[src/rtl/fifo_frame_reader.sv]
// Drains one FRAME_LEN-word frame from the sample FIFO and emits it as a framed byte
// stream (sync, seq, len, payload, checksum) with a valid/ready handshake.
module fifo_frame_reader #(
    parameter int              WBITS      = 8,
    parameter int              FRAME_LEN  = 32,
    parameter logic [7:0]      SYNC0      = 8'hAA,
    parameter logic [7:0]      SYNC1      = 8'h55,
    parameter int              GAP_CYCLES = 4
) (
    input  logic             rd_clk,
    input  logic             rst,
    input  logic             enable,
    input  logic [15:0]      fifo_cnt,
    input  logic             fifo_empty,
    input  logic [WBITS-1:0] fifo_dout,
    output logic             fifo_rd_en,
    output logic [WBITS-1:0] m_data,
    output logic             m_valid,
    input  logic             m_ready,
    output logic             m_last,
    output logic [15:0]      frame_cnt,
    output logic             underrun,
    output logic             busy
);

    // state | meaning
    // IDLE  | waiting for enable and a full frame in the FIFO
    // HDR0  | sending SYNC0
    // HDR1  | sending SYNC1
    // SEQ   | sending sequence number
    // LEN   | sending FRAME_LEN
    // REQ   | issuing one FIFO read (stalls while empty)
    // CAP   | capturing the registered FIFO word
    // PAY   | sending the captured payload byte
    // CSUM  | sending the checksum, m_last high
    // GAP   | forced idle between frames
    typedef enum logic [3:0] {
        S_IDLE, S_HDR0, S_HDR1, S_SEQ, S_LEN, S_REQ, S_CAP, S_PAY, S_CSUM, S_GAP
    } state_t;

    localparam logic [15:0]      LEN_W = FRAME_LEN[15:0];
    localparam logic [7:0]       LEN_C = FRAME_LEN[7:0];
    localparam logic [WBITS-1:0] LEN_B = FRAME_LEN[WBITS-1:0];
    localparam logic [7:0]       GAP_C = GAP_CYCLES[7:0];

    state_t           state, state_nxt;
    logic [WBITS-1:0] seq_q;
    logic [WBITS-1:0] csum_q;
    logic [WBITS-1:0] pay_q;
    logic [7:0]       byte_cnt_q;
    logic [7:0]       gap_cnt_q;
    logic [15:0]      frame_cnt_q;
    logic             underrun_q;
    logic             xfer;

    assign xfer = m_valid & m_ready;

    always_ff @(posedge rd_clk) begin
        if (rst) begin
            state <= S_IDLE;
        end else begin
            state <= state_nxt;
        end
    end

    always_comb begin
        state_nxt = state;
        case (state)
            S_IDLE: if (enable && (fifo_cnt >= LEN_W)) state_nxt = S_HDR0;
            S_HDR0: if (xfer) state_nxt = S_HDR1;
            S_HDR1: if (xfer) state_nxt = S_SEQ;
            S_SEQ:  if (xfer) state_nxt = S_LEN;
            S_LEN:  if (xfer) state_nxt = S_REQ;
            S_REQ:  if (!fifo_empty) state_nxt = S_CAP;
            S_CAP:  state_nxt = S_PAY;
            S_PAY:  if (xfer) state_nxt = (byte_cnt_q == 8'd1) ? S_CSUM : S_REQ;
            S_CSUM: if (xfer) state_nxt = S_GAP;
            // A zero gap count still spends one cycle here.
            S_GAP:  if (gap_cnt_q <= 8'd1) state_nxt = S_IDLE;
            default: state_nxt = S_IDLE;
        endcase
    end

    always_comb begin
        m_valid    = 1'b0;
        m_data     = '0;
        m_last     = 1'b0;
        fifo_rd_en = 1'b0;
        busy       = (state != S_IDLE);
        case (state)
            S_HDR0: begin m_valid = 1'b1; m_data = SYNC0[WBITS-1:0]; end
            S_HDR1: begin m_valid = 1'b1; m_data = SYNC1[WBITS-1:0]; end
            S_SEQ:  begin m_valid = 1'b1; m_data = seq_q; end
            S_LEN:  begin m_valid = 1'b1; m_data = LEN_B; end
            S_REQ:  fifo_rd_en = ~fifo_empty;
            S_PAY:  begin m_valid = 1'b1; m_data = pay_q; end
            S_CSUM: begin m_valid = 1'b1; m_data = csum_q; m_last = 1'b1; end
            default: ;
        endcase
    end

    always_ff @(posedge rd_clk) begin
        if (rst) begin
            seq_q       <= '0;
            csum_q      <= '0;
            pay_q       <= '0;
            byte_cnt_q  <= '0;
            gap_cnt_q   <= '0;
            frame_cnt_q <= '0;
            underrun_q  <= 1'b0;
        end else begin
            case (state)
                S_SEQ: if (xfer) csum_q <= seq_q;
                S_LEN: if (xfer) begin
                    csum_q     <= csum_q + LEN_B;
                    byte_cnt_q <= LEN_C;
                end
                S_REQ: if (fifo_empty) underrun_q <= 1'b1;
                S_CAP: pay_q <= fifo_dout;
                S_PAY: if (xfer) begin
                    csum_q     <= csum_q + pay_q;
                    byte_cnt_q <= byte_cnt_q - 8'd1;
                end
                S_CSUM: if (xfer) begin
                    seq_q       <= seq_q + 1'b1;
                    frame_cnt_q <= frame_cnt_q + 16'd1;
                    gap_cnt_q   <= GAP_C;
                end
                S_GAP: if (gap_cnt_q != 8'd0) gap_cnt_q <= gap_cnt_q - 8'd1;
                default: ;
            endcase
        end
    end

    assign frame_cnt = frame_cnt_q;
    assign underrun  = underrun_q;

endmodule

[config.mk]
export PLATFORM = sky130hd
export DESIGN_NAME = fifo_frame_reader
export DESIGN_NICKNAME = d
export VERILOG_FILES = /design/src/rtl/fifo_frame_reader.sv
export SDC_FILE = /design/constraint.sdc
export NUM_CORES = 1
export LEC_CHECK = 0
export CAP_MARGIN = 25
export CORE_MARGIN = 3
export CORE_UTILIZATION = 54
export CTS_CLUSTER_SIZE = 10
export DETAILED_ROUTE_END_ITERATION = 16
export PLACE_DENSITY = 0.81
export SYNTH_ARGS = -nofsm -noshare
export SYNTH_HDL_FRONTEND = slang
export SYNTH_SLANG_ARGS = --single-unit
[constraint.sdc]
create_clock -name rd_clk -period 2.5 [get_ports rd_clk]
set_input_delay 0.5 -clock rd_clk [delete_from_list [all_inputs] [get_ports rd_clk]]
set_output_delay 0.5 -clock rd_clk [all_outputs]
set_load 0.01 [all_outputs]
Word-level counts from Yosys, hierarchy flattened
Index checks and enable logic that the tools add are counted.
{"block": "totals", "reg_bits": 61, "inputBits": 29, "output_inout_bits": 29, "word_cells": 77}
{"block": "classes", "add_sub_neg": 6, "magnitude_cmp": 2, "n_eq_ne": 20, "n_mux": 25, "bitwise": 2, "reduce_logical": 14}
{"operator": "$mux W8", "n": 7}
{"operator": "$pmux W8 S6", "n": 1}
{"operator": "$mux W4", "n": 10}
{"operator": "$pmux W4 S10", "n": 1}
{"operator": "$pmux W8 S2", "n": 2}
{"operator": "$pmux W8 S3", "n": 1}
{"operator": "$ne A2 B2 Y1 const B", "n": 10}
{"operator": "$add A16 B1 Y16 const B", "n": 1}
{"operator": "$eq A4 B3 Y1 const B", "n": 4}
{"operator": "$ge A16 B6 Y1 const B", "n": 1}
{"operator": "$sub A8 B1 Y8 const B", "n": 2}
{"operator": "$reduce_and A9 Y1", "n": 1}
{"operator": "$add A8 B1 Y8 const B", "n": 1}
{"operator": "$add A8 B6 Y8 const B", "n": 1}
{"operator": "$add A8 B8 Y8", "n": 1}
{"operator": "$eq A4 B2 Y1 const B", "n": 2}
{"operator": "$eq A4 B4 Y1 const B", "n": 2}
{"operator": "$eq A8 B1 Y1 const B", "n": 1}
{"operator": "$le A8 B1 Y1 const B", "n": 1}
{"operator": "$reduce_bool A8 Y1", "n": 1}
{"operator": "$reduce_and A3 Y1", "n": 2}
{"operator": "$reduce_or A6 Y1", "n": 1}
{"operator": "$eq A4 B1 Y1 const B", "n": 1}
{"operator": "$logic_not A4 Y1", "n": 1}
{"operator": "9 further kinds", "n": 13}

Logic depth before layout (Yosys ltp)
Gate-level depths: netlist of the first run.
{"block": "depth", "word_depth": 6, "depth_mapped": 8, "depth_no_buf": 8}

Least setup slack after synthesis of the first run
Ideal clock, no wire load.
{"block": "synth_path", "path_kind": "register -> output", "from": "register state[3]", "to": "output m_data[3]", "arrival_ns": 1.428, "slack_ns": 0.572, "stages_incl_launch_ff": 6, "n_path_buf": 2, "path_cell_list": "dfxtp_1 clkbuf_1 clkbuf_1 and2_1 a22oi_1 o21ai_0"}
{"block": "synth_via", "elab_chain_cells": 2, "elab_cells_between_ends": 7, "cone_classes": "6 x eq/ne; 1 x mux"}
{"item": "from (decl)", "line_no": "46", "rtl": "state_t state, state_nxt;"}
{"item": "from (signal assigned)", "line_no": "62", "rtl": "state <= state_nxt;"}
{"item": "$eq A4 B4 Y1, or another cell as far along", "line_no": "90", "rtl": "case (state)"}
{"item": "$pmux W8 S6 (*)", "line_no": "90"}
{"item": "to (decl)", "line_no": "17", "rtl": "output logic [WBITS-1:0] m_data,"}
Every way passes the cells marked *; elsewhere a longest branch is shown, timed or not.

Worst setup path in the final report of the first run
{"block": "layout_path", "from": "register state[1]", "to": "output fifo_rd_en"}
{"block": "layout_via", "elab_chain_cells": 2}
{"item": "$eq A4 B3 Y1", "line_no": "90"}
{"item": "$mux W1", "line_no": "90"}
{"item": "to (decl)", "line_no": "16", "rtl": "output logic fifo_rd_en,"}
Every way passes these cells.

==> results of run 1 <==
-- final cells by class --
| class | count | area (µm²) | share of cell area |
|---|---|---|---|
| Sequential cell | 61 | 1220 | 0.272 |
| Multi-Input combinational cell | 337 | 2200 | 0.488 |
| Clock inverter | 4 | 47.5 | 0.0105 |
| Timing Repair Buffer | 79 | 727 | 0.161 |
| Tap cell | 75 | 93.8 | 0.0208 |
| Clock buffer | 12 | 145 | 0.0322 |
| Inverter | 19 | 71.3 | 0.0158 |
-- report_power, final --
| group | leakage [nW] | internal, mW | switching, mW |
|---|---|---|---|
| combinational | 1.17 | 0.323 | 0.424 |
| sequential | 0.492 | 0.999 | 0.0330 |
| clock | 0.0964 | 0.485 | 0.395 |
-- flip-flops by register name, indices dropped and copies added, names as in the netlist --
name and flops:
underrun 1, seq_q 8, frame_cnt 16, csum_q 8, byte_cnt_q 8, state 4
pay_q 8, gap_cnt_q 8
-- what timing repair did --
item	CTS	global route
hold buffers	0	0
resized for setup	15	12
cloned	0	0
endpoints found under the setup margin	10	8
buffers inserted	1	3
pin swaps	0	1
-- worst register-to-register path: stages, from the launching register on --
cell       delay (ns)
dfxtp_1          0.35
or4_4            0.55
or4b_4           0.57
nor4_2           0.23
o21a_1           0.13
a2111oi_0        0.06
-- how the worst max path moves through the flow --
stage	from	end	slack, ns
after detailed placement	m_ready	state[2]	0.09
final	state[1]	fifo_rd_en	0.14
after floorplan	state[3]	m_data[3]	0.57
after global routing	state[2]	m_data[0]	0.05
after global placement	m_ready	state[2]	0.07
after CTS	state[0]	m_data[3]	0.004
-- kinds of logic (layout without fill, tap and decap cells) --
kind of cell             after synthesis  in the layout
AND/OR/NAND/NOR                      180            180
AO/OA/AOI/OAI                         93             93
flip-flops                            61             61
buffers and inverters                 41            114
XOR/XNOR                              39             39
adder cells (fa/ha/maj)               15             15
multiplexers                          10             10
-- stage by stage --
| stage | area, µm² | setup WS [ns] | utilization |
|---|---|---|---|
| 2_1_floorplan | 3550 | 0.572 | - |
| 5_1_grt | 4510 | 0.0545 | 0.736 |
| 6_report | 4510 | 0.138 | 0.736 |
| 4_1_cts | 4460 | 0.00421 | 0.728 |
| 3_5_place_dp | 4240 | 0.0924 | 0.692 |
| 3_3_place_gp | 4240 | 0.0657 | 0.692 |
-- layout by cell type, fill, tap and decap left out, drive strengths merged, types with 4 or more instances in the layout --
| cell | instances |
|---|---|
| nor2 | 65 |
| dfxtp | 61 |
| clkdlybuf4s50 | 42 |
| nand2 | 30 |
| buf | 28 |
| a21oi | 27 |
| xor2 | 24 |
| inv | 19 |
| o21ai | 19 |
| xnor2 | 15 |
| nand4 | 15 |
| ha | 14 |
| clkbuf | 13 |
| nand2b | 12 |
| nor3 | 11 |
| mux2i | 10 |
| nand3 | 9 |
| a22oi | 9 |
| nor2b | 7 |
| and3 | 6 |
| a211oi | 6 |
| nor4 | 5 |
| a31oi | 4 |
| or3 | 4 |
| a2111oi | 4 |
| dlymetal6s2s | 4 |
-- metal layers --
metal | track usage | up-vias | part of all wire
li1 | - | 1688 | -
met1 | 0.327 | 1611 | 0.43
met4 | 0.146 | 0 | 0.026
met2 | 0.418 | 178 | 0.46
met3 | 0.0568 | 31 | 0.086
met5 | 0 | - | 0
==> results_dict.tcl, run 1 <==
set metrics [dict create \
    layout_min_cycle_time_ns 2.36 \
    syn2layout_area_growth_pct 27.0 \
    worst_pin_slew_ns 0.619 \
    setup_viol 0 \
    arrival_ns 1.86 \
    cts.clk_slew.worst_paths_ns 0.07 \
    cts_tree "done" \
    r2r_cells 5 \
    tns_ns 0 \
    overflow 0 \
    ys_types 59 \
    start_util 0.579 \
    path_depth 4 \
    io_pins 58 \
    synth_seq_cells 61 \
    vias 3508 \
    fin_cells 587 \
    hold_end "underrun" \
    drt_pass1_iterations 7 \
    worst_setup_path_end_kind "primary output" \
    synth_compound_area_frac 0.169 \
    grt_use_total 0.262 \
    cts_root_buffer "clkbuf_8" \
    route.detailed.drc 0 \
    whs_path_depth 2 \
    synthXorXnorAreaFrac 0.0962 \
    clkLatencyLatePin_ns 0.34 \
    min_from "underrun" \
    synth_seq_area_share 0.344 \
    io_buffers 52 \
    max_freq_mhz 423 \
    synth_top_area_share 0.344 \
    max_stage_delay_ns 0.56 \
    cts_sinks 61 \
    synth_adder_area_share 0.0549 \
    critPathSlowestCell "clkdlybuf4s50_1" \
    h-tree-depth 3 \
    synth_commonest_cells "65 x nor2_1, 61 x dfxtp_1, 30 x nand2_1" \
    finalHoldViolCount 0 \
    p_leak_nw 1.76 \
    synth_top_area_cell "dfxtp_1" \
    critPathRequiredTime_ns 2.00 \
    drt-vias-per-instance 5.98 \
    syn_nets 483 \
    synthMuxAreaShare 0.0282 \
    fin_crit_sh 0.945 \
    rsz0062_at_grt "no" \
    power_mw 2.66 \
    path_buf_inv 2 \
    skew_ns 0.00462 \
    critical_path_class "reg -> out" \
    wl_per_cell_um 16.1 \
    synthArstFlopShare 0 \
    antenna_cells 0 \
    cts_buffer_depth 2 \
    cp_max_fo 11 \
    grt_pass1_wl_mm 15.8 \
    synth_edf_count 0 \
    slew_viol_final 0 \
    drt_iter0_drc 290 \
    place.gp.congestion 0.952 \
    place_hpwl_mm 6.68 \
    status "finished clean" \
    row_count 28 \
    dieWidth_um 87.1 \
    peakVddDrop_v 0.000390 \
    grt_pass1_vias 3526 \
    numCtsBuffers 9 \
    cp_top_family "buffers and inverters" \
    worstPathCellList "buf_4 -> nand2b_1 -> nor3_2 -> clkdlybuf4s50_1" \
    r2r-end "state[2]" \
    holdCritPathClass "reg -> reg" \
    synth_area_leaders "dfxtp_1 34%, nor2_1 6.9%, xor2_1 5.9%, ha_1 4.9%, a21oi_1 3.8%" \
    synth_area_per_cell_um2 8.09 \
    holdWs_ns 0.500 \
    yosysMostFrequentCell "nor2_1" \
    layout-drive-gt1-share 0.133 \
    drt-total-wl_mm 9.46 \
    synth-simple-area-share 0.262 \
    rrSetupSlack_ns 0.45 \
    dp_cells 567 \
    fill_cells 491 \
    syn-cell-area_mm2 0.00355 \
    coreArea_mm2 0.00613 \
    grt_max_degree 35 \
    p_per_area_mw_per_mm2 589 \
    ys_warn_count 0 \
    synth_flop_cell "dfxtp_1" \
    nets 551 \
    grt_antenna_before_repair 0 \
    critPathLaunchType "flip-flop" \
    die_h_um 87.1 \
    synthCells 439 \
    worstReg2RegStart "byte_cnt_q[3]" \
    antenna_left 0 \
    die_area_mm2 0.00759 \
    maxSlewHeadroom 0.587 \
    maxCapViolations 0 \
    synth_top_family_by_area "simple AND/OR/NAND/NOR gates" \
]
(Power assumes the default switching activity.)
==> inputs of run 2 (changes only) <==
--- a/config.mk
+++ b/config.mk
@@ -11,6 +11,8 @@
 export CTS_CLUSTER_SIZE = 10
 export DETAILED_ROUTE_END_ITERATION = 16
 export PLACE_DENSITY = 0.81
+export SETUP_SLACK_MARGIN = 0.05
+export SLEW_MARGIN = 20
 export SYNTH_ARGS = -nofsm -noshare
 export SYNTH_HDL_FRONTEND = slang
 export SYNTH_SLANG_ARGS = --single-unit
==> constraint.sdc (replaced) <==
create_clock -name rd_clk -period 2.3 [get_ports rd_clk]
set_input_delay 0.46 -clock rd_clk [delete_from_list [all_inputs] [get_ports rd_clk]]
set_output_delay 0.46 -clock rd_clk [all_outputs]
set_load 0.01 [all_outputs]
==> results_dict.tcl, run 2 (synthesized netlist as in run 1, its figures left out) <==
set metrics [dict create \
    rrSetupSlack_ns 0.26 \
    start_util 0.579 \
    slew_viol_final 0 \
    io_buffers 52 \
    p_per_area_mw_per_mm2 680 \
    syn2layout_area_growth_pct 29.4 \
    critPathLaunchType "flip-flop" \
    drt_iter0_drc 338 \
    largest_register_ffs 16 \
    nets 557 \
    cts_tree "done" \
    worst_setup_path_end_kind "primary output" \
    worstReg2RegStart "byte_cnt_q[3]" \
    route.detailed.drc 0 \
    r2r-end "state[2]" \
    io_pins 58 \
    ctsHoldBuffers 0 \
    mostFrequentLayoutCells "63 x nor2_1, 58 x dfxtp_1, 40 x clkdlybuf4s50_1, 30 x nand2_1, 30 x buf_4" \
    cts.clk_slew.worst_paths_ns 0.07 \
    drt-total-wl_mm 9.42 \
    worst_pin_slew_ns 0.770 \
    grt_max_degree 42 \
    skew_ns 0.00761 \
    rsz0062_at_grt "yes" \
    maxSlewHeadroom 0.486 \
    finalHoldViolCount 0 \
    antenna_cells 0 \
    wl_per_cell_um 15.9 \
    peakVddDrop_v 0.000509 \
    r2r_cells 5 \
    row_count 28 \
    post-route-util 0.750 \
    drt_pass1_iterations 6 \
    maxCapViolations 0 \
    holdCritPathClass "reg -> reg" \
    fin_crit_sh 0.955 \
    grt_pass1_vias 3495 \
    vias 3539 \
    overflow 0 \
    place.gp.congestion 0.924 \
    cp_max_fo 3 \
    min_from "underrun" \
    dieWidth_um 87.1 \
    p_leak_nw 1.80 \
    whs_path_depth 2 \
    setup_viol 0 \
    die_area_mm2 0.00759 \
    clkLatencyLatePin_ns 0.34 \
    cts_buffer_depth 2 \
    max_freq_mhz 455 \
    hold_end "underrun" \
    coreArea_mm2 0.00613 \
    status "finished clean" \
    layout-drive-gt1-share 0.147 \
    holdWs_ns 0.477 \
    grt_use_total 0.262 \
    critPathRequiredTime_ns 1.84 \
    h-tree-depth 3 \
    place_hpwl_mm 6.71 \
    final_common_cell "nor2_1" \
    numCtsBuffers 9 \
    antenna_left 0 \
    drt-vias-per-instance 5.97 \
    grt_antenna_before_repair 0 \
    arrival_ns 1.74 \
    layout_min_cycle_time_ns 2.20 \
    cts_sinks 61 \
    grt_pass1_wl_mm 15.9 \
    cts_root_buffer "clkbuf_8" \
    die_h_um 87.1 \
    critical_path_class "reg -> out" \
]
[run 2: cell count changes in the layout (fill, tap and decap cells not counted), sizes merged]
cell,previous run,this run
clkdlybuf4s15,1,0
buf,28,36
dlymetal6s2s,4,2
clkdlybuf4s50,42,40
dlygate4sd2,3,6
clkbuf,13,11
bufinv,1,3
[run 2: layer usage]
layer  track usage  wire, µm  vias up  part of all wire
met5             0         0        -                 0
met1         0.339      4060     1637              0.43
li1              -         -     1703                 -
met2         0.433      4400      174              0.47
met4        0.0823       166        0             0.018
met3        0.0596       782       25             0.083
[run 2: how the worst max path moves through the flow]
stage / end / startpoint / cells after the start / slack (ns)
2_1_floorplan: state[2] / byte_cnt_q[3] / 5 / 0.40
3_3_place_gp: state[2] / m_ready / 6 / -0.03
3_5_place_dp: state[2] / m_ready / 6 / -0.06
4_1_cts: m_data[4] / state[0] / 4 / -0.15
5_1_grt: busy / state[0] / 5 / 0.02
6_report: m_data[5] / state[2] / 6 / 0.10
[run 2: power breakdown]
group | switching [mW] | internal [mW]
Combinational | 0.470 | 0.383
Sequential | 0.0300 | 1.09
Clock | 0.439 | 0.720
[run 2: through the flow]
step | cells | cell area (µm²) | setup TNS (ns) | setup WS [ns] | power [mW]
final | 593 | 4600 | 0 | 0.104 | 3.13
after global routing | 593 | 4600 | 0 | 0.0165 | 3.28
after CTS | 593 | 4590 | -0.296 | -0.149 | 3.14
after detailed placement | 575 | 4330 | -0.152 | -0.0622 | 2.01
after global placement | 575 | 4330 | -0.0271 | -0.0271 | 1.99
after floorplan | 439 | 3550 | 0 | 0.398 | 1.60
[run 2: layout make-up]
cell class              instances  area (µm²)
clock buffers                  10         128
repair buffers                 85         774
multi-input cells             337        2190
fillers                       444        1530
well taps                      75        93.8
clock inverters                 6         111
inverters                      19        73.8
flip-flops and latches         61        1220
[run 2: what timing repair did]
item	in CTS	in global routing
buffers inserted	2	0
endpoints found under the hold margin	0	0
gates cloned	0	0
gates resized for setup	22	17
setup endpoints to repair	12	12
[run 2: critical path, cell delays in order (launching register included)]
cell	delay [ns]
dfxtp_1	0.33
or4b_4	0.56
inv_4	0.08
buf_4	0.13
a22oi_1	0.08
o21ai_1	0.08
buf_2	0.14
==> inputs of run 3 (changes only) <==
--- a/config.mk
+++ b/config.mk
@@ -5,11 +5,13 @@
 export SDC_FILE = /design/constraint.sdc
 export NUM_CORES = 1
 export LEC_CHECK = 0
+export ABC_CLOCK_PERIOD_IN_PS = 2300
 export CAP_MARGIN = 25
 export CORE_MARGIN = 3
 export CORE_UTILIZATION = 54
 export CTS_CLUSTER_SIZE = 10
 export DETAILED_ROUTE_END_ITERATION = 16
+export GPL_ROUTABILITY_DRIVEN = 0
 export PLACE_DENSITY = 0.81
 export SETUP_SLACK_MARGIN = 0.05
 export SLEW_MARGIN = 20
==> results of run 3 <==
Final layout, timing and power as in run 2 (identical DEF).
